--- config.mk ---
export PLATFORM = sky130hd
export DESIGN_NAME = exc_commit_ctrl
export DESIGN_NICKNAME = d
export VERILOG_FILES = /design/src/rtl/exc_commit_ctrl_pkg.sv /design/src/rtl/exc_commit_ctrl_prio_enc.sv /design/src/rtl/exc_commit_ctrl.sv
export SDC_FILE = /design/constraint.sdc
export NUM_CORES = 1
export LEC_CHECK = 0
export BUFFER_PORTS_ARGS = -buffer_cell sky130_fd_sc_hd__buf_2
export CAP_MARGIN = 10
export CORE_MARGIN = 5
export CORE_UTILIZATION = 49
export CTS_BUF_LIST = sky130_fd_sc_hd__clkbuf_8
export CTS_CLUSTER_DIAMETER = 40
export DETAILED_ROUTE_END_ITERATION = 16
export GPL_TIMING_DRIVEN = 0
export PLACE_DENSITY = 0.93
export SYNTH_ARGS = -nofsm -noshare
export SYNTH_HDL_FRONTEND = slang
export SYNTH_SLANG_ARGS = --single-unit
export TNS_END_PERCENT = 1
--- constraint.sdc ---
create_clock -name clock -period 4.6 [get_ports clock]
set_input_delay 0.92 -clock clock [delete_from_list [all_inputs] [get_ports clock]]
set_output_delay 0.92 -clock clock [all_outputs]
set_load 0.005 [all_outputs]
--- src/rtl/exc_commit_ctrl_pkg.sv ---
// Shared definitions for the exception commit controller:
// FSM state encoding, wb_ex_src bit positions and the default exception vector.
package exc_commit_ctrl_pkg;

  typedef enum logic [1:0] {
    ST_IDLE     = 2'd0,
    ST_FLUSH    = 2'd1,
    ST_REDIRECT = 2'd2
  } state_e;

  // Bit positions inside wb_ex_src. The lowest index has the highest priority.
  localparam int unsigned EX_ADEL = 0;
  localparam int unsigned EX_ADES = 1;
  localparam int unsigned EX_SYS  = 2;
  localparam int unsigned EX_BP   = 3;
  localparam int unsigned EX_RI   = 4;
  localparam int unsigned EX_OV   = 5;
  localparam int unsigned EX_W    = 6;

  localparam logic [31:0] EXC_VECTOR_DEFAULT = 32'hBFC0_0380;

endpackage

--- src/rtl/exc_commit_ctrl_prio_enc.sv ---
// Lowest-index-first one-hot encoder for the raw exception flags.
module exc_prio_enc
  import exc_commit_ctrl_pkg::*;
(
  input  logic [EX_W-1:0] req_i,
  output logic [EX_W-1:0] onehot_o
);

  // Isolate the lowest set bit: x & -x, written as x & (~x + 1).
  assign onehot_o = req_i & (~req_i + EX_W'(1));

endmodule

--- src/rtl/exc_commit_ctrl.sv ---
// Exception / ERET commit controller.
// An exception or ERET at commit strobes CP0, flushes the younger pipeline
// for FLUSH_CYCLES cycles, then holds a fetch redirect until accepted.
// Optional feature macro: INT_EN adds int_pending / ex_int, where a pending
// interrupt outranks every exception flag and ERET.
module exc_commit_ctrl
  import exc_commit_ctrl_pkg::*;
#(
  parameter logic [31:0] EXC_VECTOR   = EXC_VECTOR_DEFAULT,
  parameter int unsigned FLUSH_CYCLES = 2
) (
  input  logic        clock,
  input  logic        resetn,
  input  logic        wb_valid,
  input  logic [31:0] wb_pc,
  input  logic        wb_is_bd,
  input  logic [5:0]  wb_ex_src,
  input  logic        wb_eret,
  input  logic [31:0] cp0_epc,
`ifdef INT_EN
  input  logic        int_pending,
  output logic        ex_int,
`endif
  output logic [5:0]  ex,
  output logic [31:0] epc_in,
  output logic        is_bd,
  output logic        cp0_valid,
  output logic        inst_ERET,
  output logic        flush,
  output logic        commit_stall,
  output logic        redir_valid,
  output logic [31:0] redir_pc,
  input  logic        redir_ready
);

  localparam logic [3:0] FLUSH_LOAD = 4'(FLUSH_CYCLES);

  state_e      state_q, state_d;
  logic [3:0]  cnt_q, cnt_d;
  logic [31:0] target_q, target_d;

  logic [5:0]  ex_onehot;
  logic        take;
  logic        int_evt;
  logic        exc_evt;
  logic        eret_evt;
  logic        any_evt;

  exc_prio_enc u_prio_enc (
    .req_i    (wb_ex_src),
    .onehot_o (ex_onehot)
  );

  // Gating with resetn keeps every combinational strobe at 0 while reset is held.
  assign take = (state_q == ST_IDLE) && resetn && wb_valid;

`ifdef INT_EN
  assign int_evt = take && int_pending;
`else
  assign int_evt = 1'b0;
`endif
  assign exc_evt  = take && (|wb_ex_src) && !int_evt;
  assign eret_evt = take && wb_eret && !(|wb_ex_src) && !int_evt;
  assign any_evt  = int_evt || exc_evt || eret_evt;

  // State, drain counter and redirect target registers.
  always_ff @(posedge clock or negedge resetn) begin
    if (!resetn) begin
      state_q  <= ST_IDLE;
      cnt_q    <= '0;
      target_q <= '0;
    end else begin
      // NOTE: non-blocking assignments so every register samples pre-edge values.
      state_q  <= state_d;
      cnt_q    <= cnt_d;
      target_q <= target_d;
    end
  end

  // Next-state logic: capture target on an event, count down the drain, await handshake.
  always_comb begin
    // NOTE: defaults first so no path leaves a variable unassigned (no latches).
    state_d  = state_q;
    cnt_d    = cnt_q;
    target_d = target_q;
    unique case (state_q)
      ST_IDLE: begin
        if (any_evt) begin
          state_d  = ST_FLUSH;
          cnt_d    = FLUSH_LOAD;
          target_d = eret_evt ? cp0_epc : EXC_VECTOR;
        end
      end
      ST_FLUSH: begin
        cnt_d = cnt_q - 4'd1;
        if (cnt_q <= 4'd1) begin
          state_d = ST_REDIRECT;
        end
      end
      ST_REDIRECT: begin
        if (redir_ready) begin
          state_d = ST_IDLE;
        end
      end
      default: begin
        state_d = ST_IDLE;
        cnt_d   = '0;
      end
    endcase
  end

  // Output logic: event-cycle CP0 strobes plus state-derived flush/stall/redirect.
  always_comb begin
    ex           = exc_evt ? ex_onehot : '0;
    epc_in       = '0;
    is_bd        = 1'b0;
    cp0_valid    = any_evt;
    inst_ERET    = eret_evt;
    flush        = any_evt || (state_q == ST_FLUSH);
    commit_stall = (state_q != ST_IDLE);
    redir_valid  = (state_q == ST_REDIRECT);
    redir_pc     = (state_q == ST_REDIRECT) ? target_q : '0;
    if (any_evt) begin
      epc_in = wb_is_bd ? (wb_pc - 32'd4) : wb_pc;
      is_bd  = wb_is_bd;
    end
`ifdef INT_EN
    ex_int = int_evt;
`endif
  end

endmodule

==> reports/metrics.yaml <==
global_route:
  grt_use_total: 0.241
  overflow: 0
  grt_pass1_vias: 2816
  grt_first_pass_wirelength_um: 12600
  grt_max_degree: 41
  antenna_found_initial: 0
sta:
  slew_headroom: 0.441
  setup_viol: 0
  setup_tns_ns: 0
  final-max-slew-violation-count: 0
  rsz0062_at_grt: "false"
  fin_crit_sh: 0.888
  finClkSkew_ns: 0.00262
  worst-slew-pin-transition_ns: 0.838
  fmax_mhz: 245
  finalCriticalPeriod_ns: 4.08
  finalHoldViolCount: 0
critical_path:
  worstPathMaxFanout: 40
  start_kind: "input port"
  cp.arrival_ns: 3.16
  worst_setup_path_end_kind: "output pin"
  cp_slowest_cell: "buf_2"
  critPathBufInv: 4
  cp_top_family: "buffers and inverters"
  cp_cell_sequence: "buf_2, nand4bb_1, or3_1, inv_2, clkbuf_1, buf_2"
  worstPathRequired_ns: 3.68
  critPathKind: "input port to output pin"
  r2r_cells: 6
  cp_slowest_stage_delay_ns: 0.64
  crit_top_cell: "buf_2"
  worst-path-stages: 6
clocking:
  clkSinkCount: 38
  post_cts_resized: 0
  cts_made_buffers: 5
  postCtsSetupBuffers: 0
  clockBufferDepth: 2
  htree_num_levels: 2
  hold_buffers: 0
  insertion_delay_ns: 0.28
  tritoncts: "done"
  root_buffer: "clkbuf_8"
  cts.clk_slew.worst_paths_ns: 0.07
synthesis:
  syn_nets: 364
  ys_types: 38
  ys_seq_elements: 38
  yosys_warnings: 0
  avgSynthCellArea_um2: 8.90
  syn_inst: 285
  synth_area_um2: 2540
  yosysSeqAreaShare: 0.375
floorplan:
  dieArea_um2: 6710
  fp.coreArea_um2: 5070
  die_w_um: 81.9
  initial_core_util: 0.500
  rows: 26
  fp.dieH_um: 81.9
  io_pins: 152
power:
  vdd_drop_max_mv: 0.160
  finalPower_uw: 1000
  powerDensity_nw_per_um2: 290
  cellLeakagePower_uw: 0.00172
routing:
  vias: 2882
  route.detailed.drc: 0
  finalWirelength_um: 8200
  avgRoutedWirePerCell_um: 16.0
  drt-pass1-iter-count: 4
  viasPerCell: 5.62
  drt_iter0_drc: 190
  final_antenna_net_count: 0
place:
  port_buffers: 151
  gp_congestion: 0.857
  dpl-instance-area_um2: 3380
  hpwl_um: 6480
hold_path:
  hold_path_depth: 1
  holdCritPathClass: "register to register"
cells_and_area:
  area_delta_synth_final_pct: 36.4
  num_antenna_cells: 0
  final_area_um2: 3460
  drive_gt1_frac: 0.386
  fin_nets: 522
job:
  maxCapViolations: 0
outcome:
  status: "completed"
through the flow:
stage	util	setup slack, ns	std cells	hold WS [ns]
2_1_floorplan	-	0.920	285	0.452
3_3_place_gp	0.666	0.549	506	0.461
3_5_place_dp	0.666	0.474	506	0.474
4_1_cts	0.681	0.479	513	0.491
5_1_grt	0.681	0.253	513	0.502
6_report	0.681	0.516	513	0.490
per-layer routing:
metal | global-route usage | up-vias | share of wire
met2 | 0.429 | 168 | 0.48
met5 | 0 | - | 0
met1 | 0.267 | 1318 | 0.38
met3 | 0.0647 | 20 | 0.11
met4 | 0.106 | 0 | 0.024
li1 | - | 1376 | -
cell usage after synthesis:
| cell | number | area, µm² |
|---|---|---|
| a211oi_1 | 1 | 7.51 |
| a21o_1 | 1 | 7.51 |
| a21oi_1 | 17 | 85.1 |
| a22o_1 | 21 | 184 |
| a31o_2 | 1 | 8.76 |
| and2_1 | 38 | 238 |
| and3_1 | 1 | 6.26 |
| and3b_1 | 1 | 8.76 |
| buf_2 | 1 | 5.00 |
| clkbuf_1 | 20 | 75.1 |
| dfrtp_1 | 38 | 951 |
| ha_1 | 3 | 37.5 |
| inv_1 | 8 | 30.0 |
| inv_2 | 1 | 3.75 |
| nand2_1 | 6 | 22.5 |
| nand3_1 | 1 | 5.00 |
| nand4_1 | 1 | 6.26 |
| nand4bb_1 | 3 | 33.8 |
| nor2_1 | 19 | 71.3 |
| nor2b_1 | 1 | 6.26 |
| nor3_1 | 7 | 35.0 |
| nor3b_1 | 2 | 15.0 |
| nor4_1 | 2 | 12.5 |
| nor4b_1 | 2 | 17.5 |
| o21a_1 | 4 | 30.0 |
| o21ai_0 | 3 | 15.0 |
| o21ai_1 | 1 | 5.00 |
| o21bai_1 | 1 | 7.51 |
| o221ai_1 | 1 | 8.76 |
| o22a_1 | 12 | 105 |
| o22ai_1 | 3 | 18.8 |
| o31ai_1 | 15 | 113 |
| or2_2 | 9 | 56.3 |
| or3_1 | 10 | 62.6 |
| or4_1 | 19 | 143 |
| or4_4 | 1 | 11.3 |
| xnor2_1 | 5 | 43.8 |
| xor2_1 | 5 | 43.8 |
path summary, 6_finish.rpt:
path	slack, ns	end	from
hold / removal	0.49	target_q[31]$_DFFE_PN0P_	target_q[31]$_DFFE_PN0P_
hold reg to reg	0.49	target_q[31]$_DFFE_PN0P_	target_q[31]$_DFFE_PN0P_
setup / recovery	0.52	inst_ERET	resetn
setup reg to reg	2.38	target_q[18]$_DFFE_PN0P_	state_q[0]$_DFFE_PN0P_
min in group asynchronous	0.74	target_q[24]$_DFFE_PN0P_	resetn
max in group asynchronous	3.33	target_q[30]$_DFFE_PN0P_	resetn
cells in the final DEF (no fill, tap or decap), drive strengths merged, types with 2 or more instances in the layout:
cell | netlist | final
a22o | 21 | 21
o31ai | 15 | 15
xnor2 | 5 | 5
xor2 | 5 | 5
o21a | 4 | 4
o21ai | 4 | 4
or2 | 9 | 9
clkinv | 0 | 2
inv | 9 | 9
o22ai | 3 | 3
clkbuf | 20 | 25
nor3b | 2 | 2
nor2 | 19 | 19
nor4 | 2 | 2
nand4bb | 3 | 3
dfrtp | 38 | 38
a21oi | 17 | 17
nor4b | 2 | 2
or4 | 20 | 20
nand2 | 6 | 6
or3 | 10 | 10
buf | 1 | 152
nor3 | 7 | 7
o22a | 12 | 12
ha | 3 | 3
and2 | 38 | 38
final cells by class:
| cell class | count | area (µm²) |
|---|---|---|
| fill | 407 | 1620 |
| multi-input combinational | 217 | 1470 |
| sequential | 38 | 951 |
| timing repair buffer | 151 | 756 |
| tap | 70 | 87.6 |
| buffer | 21 | 80.1 |
| clock buffer | 5 | 68.8 |
| inverter | 9 | 33.8 |
| clock inverter | 2 | 10.0 |
registers in the layout, indices dropped and copies added (netlist names):
| name | count |
|---|---|
| cnt_q | 4 |
| target_q | 32 |
| state_q | 2 |
where the power goes:
group	leakage [µW]	total [µW]	switching (µW)	internal, µW
combinational	0.00121	411	229	182
clock	0.0000438	209	107	102
sequential	0.000461	382	19.7	362
total	0.00172	1000	356	646
kinds of logic (layout without fill, tap and decap cells):
logic type,count (synthesis),in the layout,share of synthesized area
adders and majority gates,3,3,0.0148
buffers and inverters,30,188,0.0449
and+or+nand+nor,123,123,0.296
AOI/OAI and AO/OA,81,81,0.235
DFF,38,38,0.375
xor gates and xnor gates,10,10,0.0345
Power figures use the tool's default switching activity.
